**config.mk**
```make
export PLATFORM = sky130hd
export DESIGN_NAME = ps2_key_decoder
export DESIGN_NICKNAME = d
export VERILOG_FILES = /design/src/rtl/ps2_key_decoder.sv
export SDC_FILE = /design/constraint.sdc
export NUM_CORES = 1
export LEC_CHECK = 0
export ABC_CLOCK_PERIOD_IN_PS = 2750
export CORE_MARGIN = 4
export CORE_UTILIZATION = 59
export DETAILED_ROUTE_END_ITERATION = 7
export HOLD_SLACK_MARGIN = 0.08
export PLACE_DENSITY = 0.79
export SYNTH_ARGS = -nofsm -noshare
export SYNTH_HDL_FRONTEND = slang
export SYNTH_SLANG_ARGS = --single-unit
```
**constraint.sdc**
```tcl
create_clock -name clk -period 2.75 [get_ports clk]
set_input_delay 0.275 -clock clk [delete_from_list [all_inputs] [get_ports clk]]
set_output_delay 0.275 -clock clk [all_outputs]
set_load 0.05 [all_outputs]
```
**src/rtl/ps2_key_decoder.sv**
```systemverilog
// PS/2 keyboard receiver: synchronises and filters the raw lines, deframes bytes,
// and folds E0/F0/E1 prefixes into toggle-style 11-bit key events.
module ps2_key_decoder #(
    parameter int FILTER_LEN = 8,
    parameter int TIMEOUT    = 16384
) (
    input  logic        clk,
    input  logic        reset,
    input  logic        ps2_clk,
    input  logic        ps2_data,
    output logic [10:0] ps2_key,
    output logic        err,
    output logic        busy
);
    localparam int TW = $clog2(TIMEOUT);

    typedef enum logic [1:0] {S_IDLE, S_DATA, S_PARITY, S_STOP} state_t;

    logic          r_clk_s1, r_clk_s2, r_dat_s1, r_dat_s2;
    logic          r_filt_clk, r_filt_clk_d;
    logic [7:0]    r_filt_cnt;
    logic          w_fe;

    state_t        r_state;
    logic [2:0]    r_bit_cnt;
    logic [7:0]    r_shift;
    logic          r_parity;
    logic [TW-1:0] r_to_cnt;
    logic          r_rx_stb;
    logic [7:0]    r_rx_byte;
    logic          r_ext, r_rel;
    logic [2:0]    r_pause;
    logic [10:0]   r_key;
    logic          r_err;
    logic          w_frame_ok, w_timeout, w_ignore;

    always_ff @(posedge clk or posedge reset) begin
        if (reset) begin
            r_clk_s1     <= 1'b1;
            r_clk_s2     <= 1'b1;
            r_dat_s1     <= 1'b1;
            r_dat_s2     <= 1'b1;
            r_filt_clk   <= 1'b1;
            r_filt_clk_d <= 1'b1;
            r_filt_cnt   <= '0;
        end else begin
            r_clk_s1     <= ps2_clk;
            r_clk_s2     <= r_clk_s1;
            r_dat_s1     <= ps2_data;
            r_dat_s2     <= r_dat_s1;
            r_filt_clk_d <= r_filt_clk;
            // Level flips on the FILTER_LEN-th consecutive differing sample
            if (r_clk_s2 == r_filt_clk) begin
                r_filt_cnt <= '0;
            end else if (r_filt_cnt == 8'(FILTER_LEN - 1)) begin
                r_filt_clk <= r_clk_s2;
                r_filt_cnt <= '0;
            end else begin
                r_filt_cnt <= r_filt_cnt + 8'd1;
            end
        end
    end

    assign w_fe       = r_filt_clk_d & ~r_filt_clk;
    assign w_frame_ok = (^r_shift ^ r_parity) & r_dat_s2;
    assign w_timeout  = (r_state != S_IDLE) && (r_to_cnt == TW'(TIMEOUT - 1)) && !w_fe;
    assign w_ignore   = (r_rx_byte == 8'h00) || (r_rx_byte == 8'hAA) || (r_rx_byte == 8'hEE) ||
                        (r_rx_byte == 8'hFA) || (r_rx_byte == 8'hFE) || (r_rx_byte == 8'hFF);

    always_ff @(posedge clk or posedge reset) begin
        if (reset) begin
            r_state   <= S_IDLE;
            r_bit_cnt <= '0;
            r_shift   <= '0;
            r_parity  <= 1'b0;
            r_to_cnt  <= '0;
            r_rx_stb  <= 1'b0;
            r_rx_byte <= '0;
            r_ext     <= 1'b0;
            r_rel     <= 1'b0;
            r_pause   <= '0;
            r_key     <= '0;
            r_err     <= 1'b0;
        end else begin
            r_err    <= 1'b0;
            r_rx_stb <= 1'b0;

            if (r_state == S_IDLE || w_fe || w_timeout)
                r_to_cnt <= '0;
            else
                r_to_cnt <= r_to_cnt + TW'(1);

            if (w_fe) begin
                case (r_state)
                    S_IDLE: begin
                        if (!r_dat_s2) begin
                            r_state   <= S_DATA;
                            r_bit_cnt <= '0;
                        end
                    end
                    S_DATA: begin
                        r_shift[r_bit_cnt] <= r_dat_s2;
                        if (r_bit_cnt == 3'd7)
                            r_state <= S_PARITY;
                        else
                            r_bit_cnt <= r_bit_cnt + 3'd1;
                    end
                    S_PARITY: begin
                        r_parity <= r_dat_s2;
                        r_state  <= S_STOP;
                    end
                    S_STOP: begin
                        r_state <= S_IDLE;
                        if (w_frame_ok) begin
                            r_rx_stb  <= 1'b1;
                            r_rx_byte <= r_shift;
                        end else begin
                            r_err   <= 1'b1;
                            r_ext   <= 1'b0;
                            r_rel   <= 1'b0;
                            r_pause <= '0;
                        end
                    end
                    default: r_state <= S_IDLE;
                endcase
            end else if (w_timeout) begin
                r_state <= S_IDLE;
                r_err   <= 1'b1;
                r_ext   <= 1'b0;
                r_rel   <= 1'b0;
            end

            // Byte interpretation runs one clk after the stop-bit edge
            if (r_rx_stb) begin
                if (r_pause != '0) begin
                    r_pause <= r_pause - 3'd1;
                end else if (r_rx_byte == 8'hE0) begin
                    r_ext <= 1'b1;
                end else if (r_rx_byte == 8'hF0) begin
                    r_rel <= 1'b1;
                end else if (r_rx_byte == 8'hE1) begin
                    r_pause <= 3'd7;
                end else if (!(w_ignore && !r_ext && !r_rel)) begin
                    r_key <= {~r_key[10], ~r_rel, r_ext, r_rx_byte};
                    r_ext <= 1'b0;
                    r_rel <= 1'b0;
                end
            end
        end
    end

    assign ps2_key = r_key;
    assign err     = r_err;
    assign busy    = (r_state != S_IDLE);
endmodule
```
==> results.md, run 1 <==
* Share of the yosys chip area belonging to registers at 0.533
* Share of layout cells above drive strength 1 at 0.168
* Worst skew pair latency at 0.34 ns
* Async S/R FF share, synth at 1.00
* Unrepaired setup endpoints after global routing: false
* Post-synth top cells: 62 x dfrtp_1, 26 x nor2_1, 24 x mux2_2
* Tot GR Track Use at 0.183
* Die Ht at 81.8 um
* Overflow after GRT at 0
* Max H-tree Level at 3
* Reg2reg start: r_rx_byte[4]$_DFFE_PP0P_
* # Post-CTS Setup Buffers at 0
* Sw Share at 0.293
* Yosys reg bits at 68
* Syn Inst Count at 284
* I/O pin cnt at 17
* Worst-path cell chain: inv_1 -> ha_1 -> inv_1 -> clkdlybuf4s50_1
* Area leader, netlist: dfrtp_1
* P_leak at 0.00171 uW
* Maximum vdd drop at 0.472 mV
* Worst clock skew at 0.00914 ns
* Initial antenna violation count at 0
* Top-count cell post-synth: dfrtp_1
* Final min period at 2.29 ns
* Core area at 0.00520 mm2
* Row count at 26
* Max-slew headroom at 0.668
* Data required, critical path at 2.48 ns
* Share of the synthesized area in the top cell type at 0.483
* DR WL met2 at 2.41 mm
* Cell Count Post-Placement at 364
* Diode count at 0
* Status: finished, final reports clean
* Setup Viol. Count Final at 0
* Worst-case reg-to-reg path depth at 5
* CTS clk-pin slew, worst paths at 0.07 ns
* Die ar. at 0.00668 mm2
* Slew Viols, Final at 0
* Synthesized Nets at 298
* Post-cts resize count at 0
* Crit-path max FO at 7
* Critical Path Start Type: flop
* Ratio of final minimum period to clock period at 0.834
* DRT Wirelength at 5.28 mm
* Nets at 319
* Total CTS buffers at 9
* 1st-pass router iterations at 5
* Achievable Freq at 436 MHz
* R2r setup slk at 0.72 ns
* Mapped cell area at 0.00321 mm2
* Worst slew pin tran at 0.496 ns
* RD Place Congestion at 0.764
* CP Class: flop to output port
* Worst r2r dst: ps2_key[0]$_DFFE_PP0P_
* Most frequent CP cell: inv_1
* Internal at 1660 uW
* DRT iter0 DRCs at 125
* WL met3 at 164 um
* Largest net degree at the start of global routing at 69
* Leading post-synthesis cells by cell area: dfrtp_1 48%, mux2_2 8.4%, dfstp_2 4.9%
* Wire per inst at 13.9 um
* CP max stage delay at 0.81 ns
* Switching power at 684 uW
* Critical path origin: r_state[0]$_DFFE_PP0P_
* Final non-filler cell total at 380
* Comb pwr share at 0.179
* Yosys cell types at 42
* Layout area overhead at 13.2%
* Clk sinks at 68
* Setup tns final at 0 ns
* Sequential Power Share at 0.490
* Die extent in x at 81.8 um
* Max-cap violations at 0
* Detail Route Antenna Nets at 0
* Data arrival, critical path at 2.02 ns
* First-pass GRT wire length at 9.33 mm
* Syn_area_per_cell at 11.3 um2
* Via count at 2090
* Via/cell ratio at 5.50
* Top layer in use: met4
* Critical path's slowest cell: clkdlybuf4s50_1
* CTS tree: done
* Vias in the first global route at 2063
* Worst Hold Class: primary input to asynchronous set/reset pin
* Top_reg_cell synth: dfrtp_1
* Layout fillers at 386
* Pwr dens at 644 mW/mm2
* Initial core utilization at 0.617
* Critical path endpoint category: output port
* Clock network power share at 0.331
* EDFF count, synth at 0
* DRT met1 WL at 2.57 mm
* CTS hold repair buffers at 0
* Max Buffers Root-to-Sink at 2
* Warnings from Yosys at 0
* DP Wirelength at 3.68 mm
* Port Buffers at 16
* Final Hold Vio Count at 0
* # DRC at 0
* Root Buffer: clkbuf_8
area by class of cell:
class,count,area (um2),share of cell area
clock buffers,11,131,0.0362
clock inverters,5,52.6,0.0145
inverters,13,48.8,0.0134
multi-input cells,194,1410,0.388
flip-flops and latches,68,1710,0.470
well taps,70,87.6,0.0241
repair buffers,19,195,0.0537
per-layer routing:
layer  GRT usage  up-vias
met4      0.0997        0
met5           0        -
met1       0.245     1012
met2       0.279       36
met3      0.0351       13
li1            -     1029
registers in the layout, indices dropped and copies added (netlist names), 2 cells and up:
register    cells
r_to_cnt       14
ps2_key        11
r_filt_cnt      8
r_rx_byte       8
r_shift         8
r_bit_cnt       3
r_pause         3
r_state         2
worst max path at each step:
stage	end	slack (ns)	cells past startpoint
after floorplan	err$_DFF_PP0_	0.77	1
after global placement	ps2_key[0]$_DFFE_PP0P_	0.83	5
after detailed placement	ps2_key[3]$_DFFE_PP0P_	0.74	5
after CTS	busy	0.44	4
after global routing	busy	0.36	4
final	busy	0.46	4
worst max-delay path: cells and delay by family (launching register included):
kind                       cells  cell delay (ns)
adders and majority gates      1             0.28
buffers and inverters          3             1.00
DFF                            1             0.40
power groups by stage:
stage	Combinational (uW)	Sequential, uW	Clock [uW]
2_1_floorplan	335	1150	0
3_3_place_gp	413	1160	0
3_5_place_dp	419	1160	0
4_1_cts	422	1150	793
5_1_grt	474	1160	837
6_report	418	1150	775
metrics by stage:
step	utilization	instance area [um2]	hold slack (ns)	setup WS (ns)	power (uW)
finish	0.698	3630	0.316	0.458	2340
global route	0.698	3630	0.337	0.358	2470
CTS	0.698	3630	0.333	0.443	2360
detailed placement	0.663	3450	0.348	0.737	1580
global placement	0.663	3450	0.347	0.826	1570
floorplan	-	3210	0.279	0.773	1480
placed cells by master, fill, tap and decap left out, types with 11 or more instances in the layout:
master	Yosys	final
clkdlybuf4s50_1	0	16
o21ai_0	13	13
xor2_1	14	14
mux2_2	24	24
nor3_1	11	11
dfrtp_1	62	62
nor2_1	26	26
inv_1	13	12
nand2_1	19	19
nand3_1	14	14
logic make-up after synthesis:
kind of cell,share of synthesized area
buf+inv,0.0285
fa+ha+maj,0.0421
xor+xnor,0.0768
flops,0.533
mux,0.0943
compound gates,0.0581
simple gates,0.168
Note: power is estimated with default switching activity, not from simulation.
==> inputs of run 2 (changes only) <==
==> config.mk (replaced) <==
export PLATFORM = sky130hd
export DESIGN_NAME = ps2_key_decoder
export DESIGN_NICKNAME = d
export VERILOG_FILES = /design/src/rtl/ps2_key_decoder.sv
export SDC_FILE = /design/constraint.sdc
export NUM_CORES = 1
export LEC_CHECK = 0
export ABC_CLOCK_PERIOD_IN_PS = 1980
export CORE_MARGIN = 4
export CORE_UTILIZATION = 53
export DETAILED_ROUTE_END_ITERATION = 7
export HOLD_SLACK_MARGIN = 0.08
export PLACE_DENSITY = 0.75
export SYNTH_ARGS = -nofsm -noshare
export SYNTH_HDL_FRONTEND = slang
export SYNTH_SLANG_ARGS = --single-unit
==> constraint.sdc (replaced) <==
create_clock -name clk -period 1.98 [get_ports clk]
set_input_delay 0.198 -clock clk [delete_from_list [all_inputs] [get_ports clk]]
set_output_delay 0.198 -clock clk [all_outputs]
set_load 0.05 [all_outputs]
==> run 2 against run 1 <==
Effect of this change:
- power rose by 36%
- sequential power rose by 37%
- sequential share of layout area fell by 2.2 points
- hold slack got worse by 0.063 ns
- count of clock-buffer cells in the layout rose by 1
- routed wire length rose by 8.7%
- cell count rose by 5.8%
- first-iteration DRC count fell by 18%
- combinational power rose by 54%
- register-to-register slack got worse by 0.70 ns
- via count rose by 5.1%
- critical path type is now flop to flop
- critical endpoint is now ps2_key[7]$_DFFE_PP0P_
==> results.md, run 2 (synthesized netlist as in run 1, its figures left out) <==
* Status: finished, final reports clean
* Maximum vdd drop at 0.565 mV
* R2r setup slk at 0.02 ns
* Via/cell ratio at 5.46
* Root Buffer: clkbuf_8
* Commonest cells after routing, fill and taps aside: 60 x dfrtp_1, 26 x nor2_1, 20 x mux2_2
* Critical Path Start Type: flop
* Worst-path cell chain: or4_4 -> o22ai_4 -> a21oi_2 -> o41ai_4 -> buf_4 -> mux2_4
* Worst clock skew at 0.00616 ns
* Share of the core filled with cells at 0.648
* CTS tree: done
* Ratio of final minimum period to clock period at 0.990
* Die extent in x at 85.8 um
* Max Buffers Root-to-Sink at 2
* Slew Viols, Final at 0
* Worst Hold Class: primary input to asynchronous set/reset pin
* Row count at 28
* 1st-pass router iterations at 4
* CP max stage delay at 0.58 ns
* Layout fillers at 450
* Share of layout cells above drive strength 1 at 0.229
* Largest net degree at the start of global routing at 69
* Final Hold Vio Count at 0
* First-pass GRT wire length at 9.78 mm
* Max-cap violations at 0
* Crit-path max FO at 4
* Diode count at 0
* DP Wirelength at 3.80 mm
* Cell Count Post-Placement at 384
* # DRC at 0
* Max-slew headroom at 0.669
* Core area at 0.00589 mm2
* Clock network power share at 0.300
* Via count at 2196
* Data required, critical path at 2.20 ns
* CTS clk-pin slew, worst paths at 0.06 ns
* CP Class: flop to flop
* Wire per inst at 14.3 um
* Port Buffers at 16
* RD Place Congestion at 0.842
* Vias in the first global route at 2157
* Final min period at 1.96 ns
* Sw Share at 0.296
* Multi-input logic area at 0.00146 mm2
* DRT iter0 DRCs at 103
* Tot GR Track Use at 0.169
* I/O pin cnt at 17
* Overflow after GRT at 0
* Die ar. at 0.00736 mm2
* Total CTS buffers at 9
* Achievable Freq at 510 MHz
* Reg2reg start: r_rel$_DFF_PP0_
* Worst-case reg-to-reg path depth at 6
* Initial core utilization at 0.545
* Commonest non-fill, non-tap cell in the layout: dfrtp_1
* CTS hold repair buffers at 0
* Sequential Power Share at 0.498
* Nets at 337
* Worst r2r dst: ps2_key[7]$_DFFE_PP0P_
* Critical path's slowest cell: or4_4
* Data arrival, critical path at 2.18 ns
* Setup Viol. Count Final at 0
* Biggest register: r_to_cnt
* Final non-filler cell total at 402
* Layout area overhead at 18.9%
* Die Ht at 85.8 um
* Crit-path leading delay family: simple AND/OR/NAND/NOR gates
* Worst slew pin tran at 0.496 ns
* Initial antenna violation count at 0
* Detail Route Antenna Nets at 0
* Worst skew pair latency at 0.34 ns
* Switching power at 939 uW
* Max H-tree Level at 3
* Clk sinks at 68
* P_leak at 0.00180 uW
* Internal at 2240 uW
* Max reg flops at 14
* Comb pwr share at 0.202
* Pwr dens at 833 mW/mm2
* Unrepaired setup endpoints after global routing: true
* DRT Wirelength at 5.74 mm
* Storage element area at 0.00171 mm2
* Critical path endpoint category: flop
* Crit path buffers/inverters at 1
[run 2: final cells by class]
type | instances | share of cell area
clock buffer | 12 | 0.0380
clock inverter | 3 | 0.00394
inverter | 13 | 0.0128
multi-input combinational | 194 | 0.382
sequential | 68 | 0.449
tap | 75 | 0.0246
timing repair buffer | 37 | 0.0902
[run 2: through the flow]
step	instance area (um2)	total power (uW)	hold slack, ns	worst slack [ns]	TNS [ns]
finish	3810	3180	0.252	0.0192	0
detailed placement	3580	2270	0.349	-0.344	-3.29
floorplan	3210	2060	0.202	0.0146	0
global route	3810	3360	0.248	-0.0604	-0.304
global placement	3580	2240	0.347	-0.334	-3.27
CTS	3770	3230	0.248	0.00745	0
[run 2: how the worst max path moves through the flow]
stage / startpoint / to / slack [ns] / cells after the start
after floorplan: r_rx_byte[4]$_DFFE_PP0P_ / ps2_key[0]$_DFFE_PP0P_ / 0.01 / 6
after global placement: r_rx_byte[4]$_DFFE_PP0P_ / ps2_key[1]$_DFFE_PP0P_ / -0.33 / 4
after detailed placement: r_rx_byte[4]$_DFFE_PP0P_ / ps2_key[3]$_DFFE_PP0P_ / -0.34 / 4
after CTS: r_rel$_DFF_PP0_ / ps2_key[3]$_DFFE_PP0P_ / 0.007 / 7
after global routing: r_shift[7]$_DFFE_PP0P_ / r_pause[2]$_DFF_PP0_ / -0.06 / 5
final: r_rel$_DFF_PP0_ / ps2_key[7]$_DFFE_PP0P_ / 0.02 / 6
[run 2: timing repair]
item,CTS,global route
pin swaps,2,4
gates cloned,0,0
endpoints found under the setup margin,12,21
gates resized for setup,1,12
buffers inserted,3,1
[run 2: power groups by stage]
stage | Sequential, uW | Clock, uW | Combinational (uW)
2_1_floorplan | 1590 | 0 | 465
3_3_place_gp | 1600 | 0 | 643
5_1_grt | 1600 | 1040 | 718
4_1_cts | 1580 | 983 | 662
6_report | 1580 | 953 | 643
3_5_place_dp | 1610 | 0 | 660
[run 2: worst register-to-register path: stages (launching register included)]
cell and delay (ns):
dfrtp_1 0.42, or4_4 0.58, o22ai_4 0.16, a21oi_2 0.09, o41ai_4 0.07, buf_4 0.22
mux2_4 0.31
[run 2: per-layer routing]
layer	up-vias	wire [um]	global-route usage
met1	1073	2690	0.220
met2	49	2670	0.261
li1	1064	-	-
met4	0	87	0.0619
met5	-	0	0
met3	10	292	0.0586
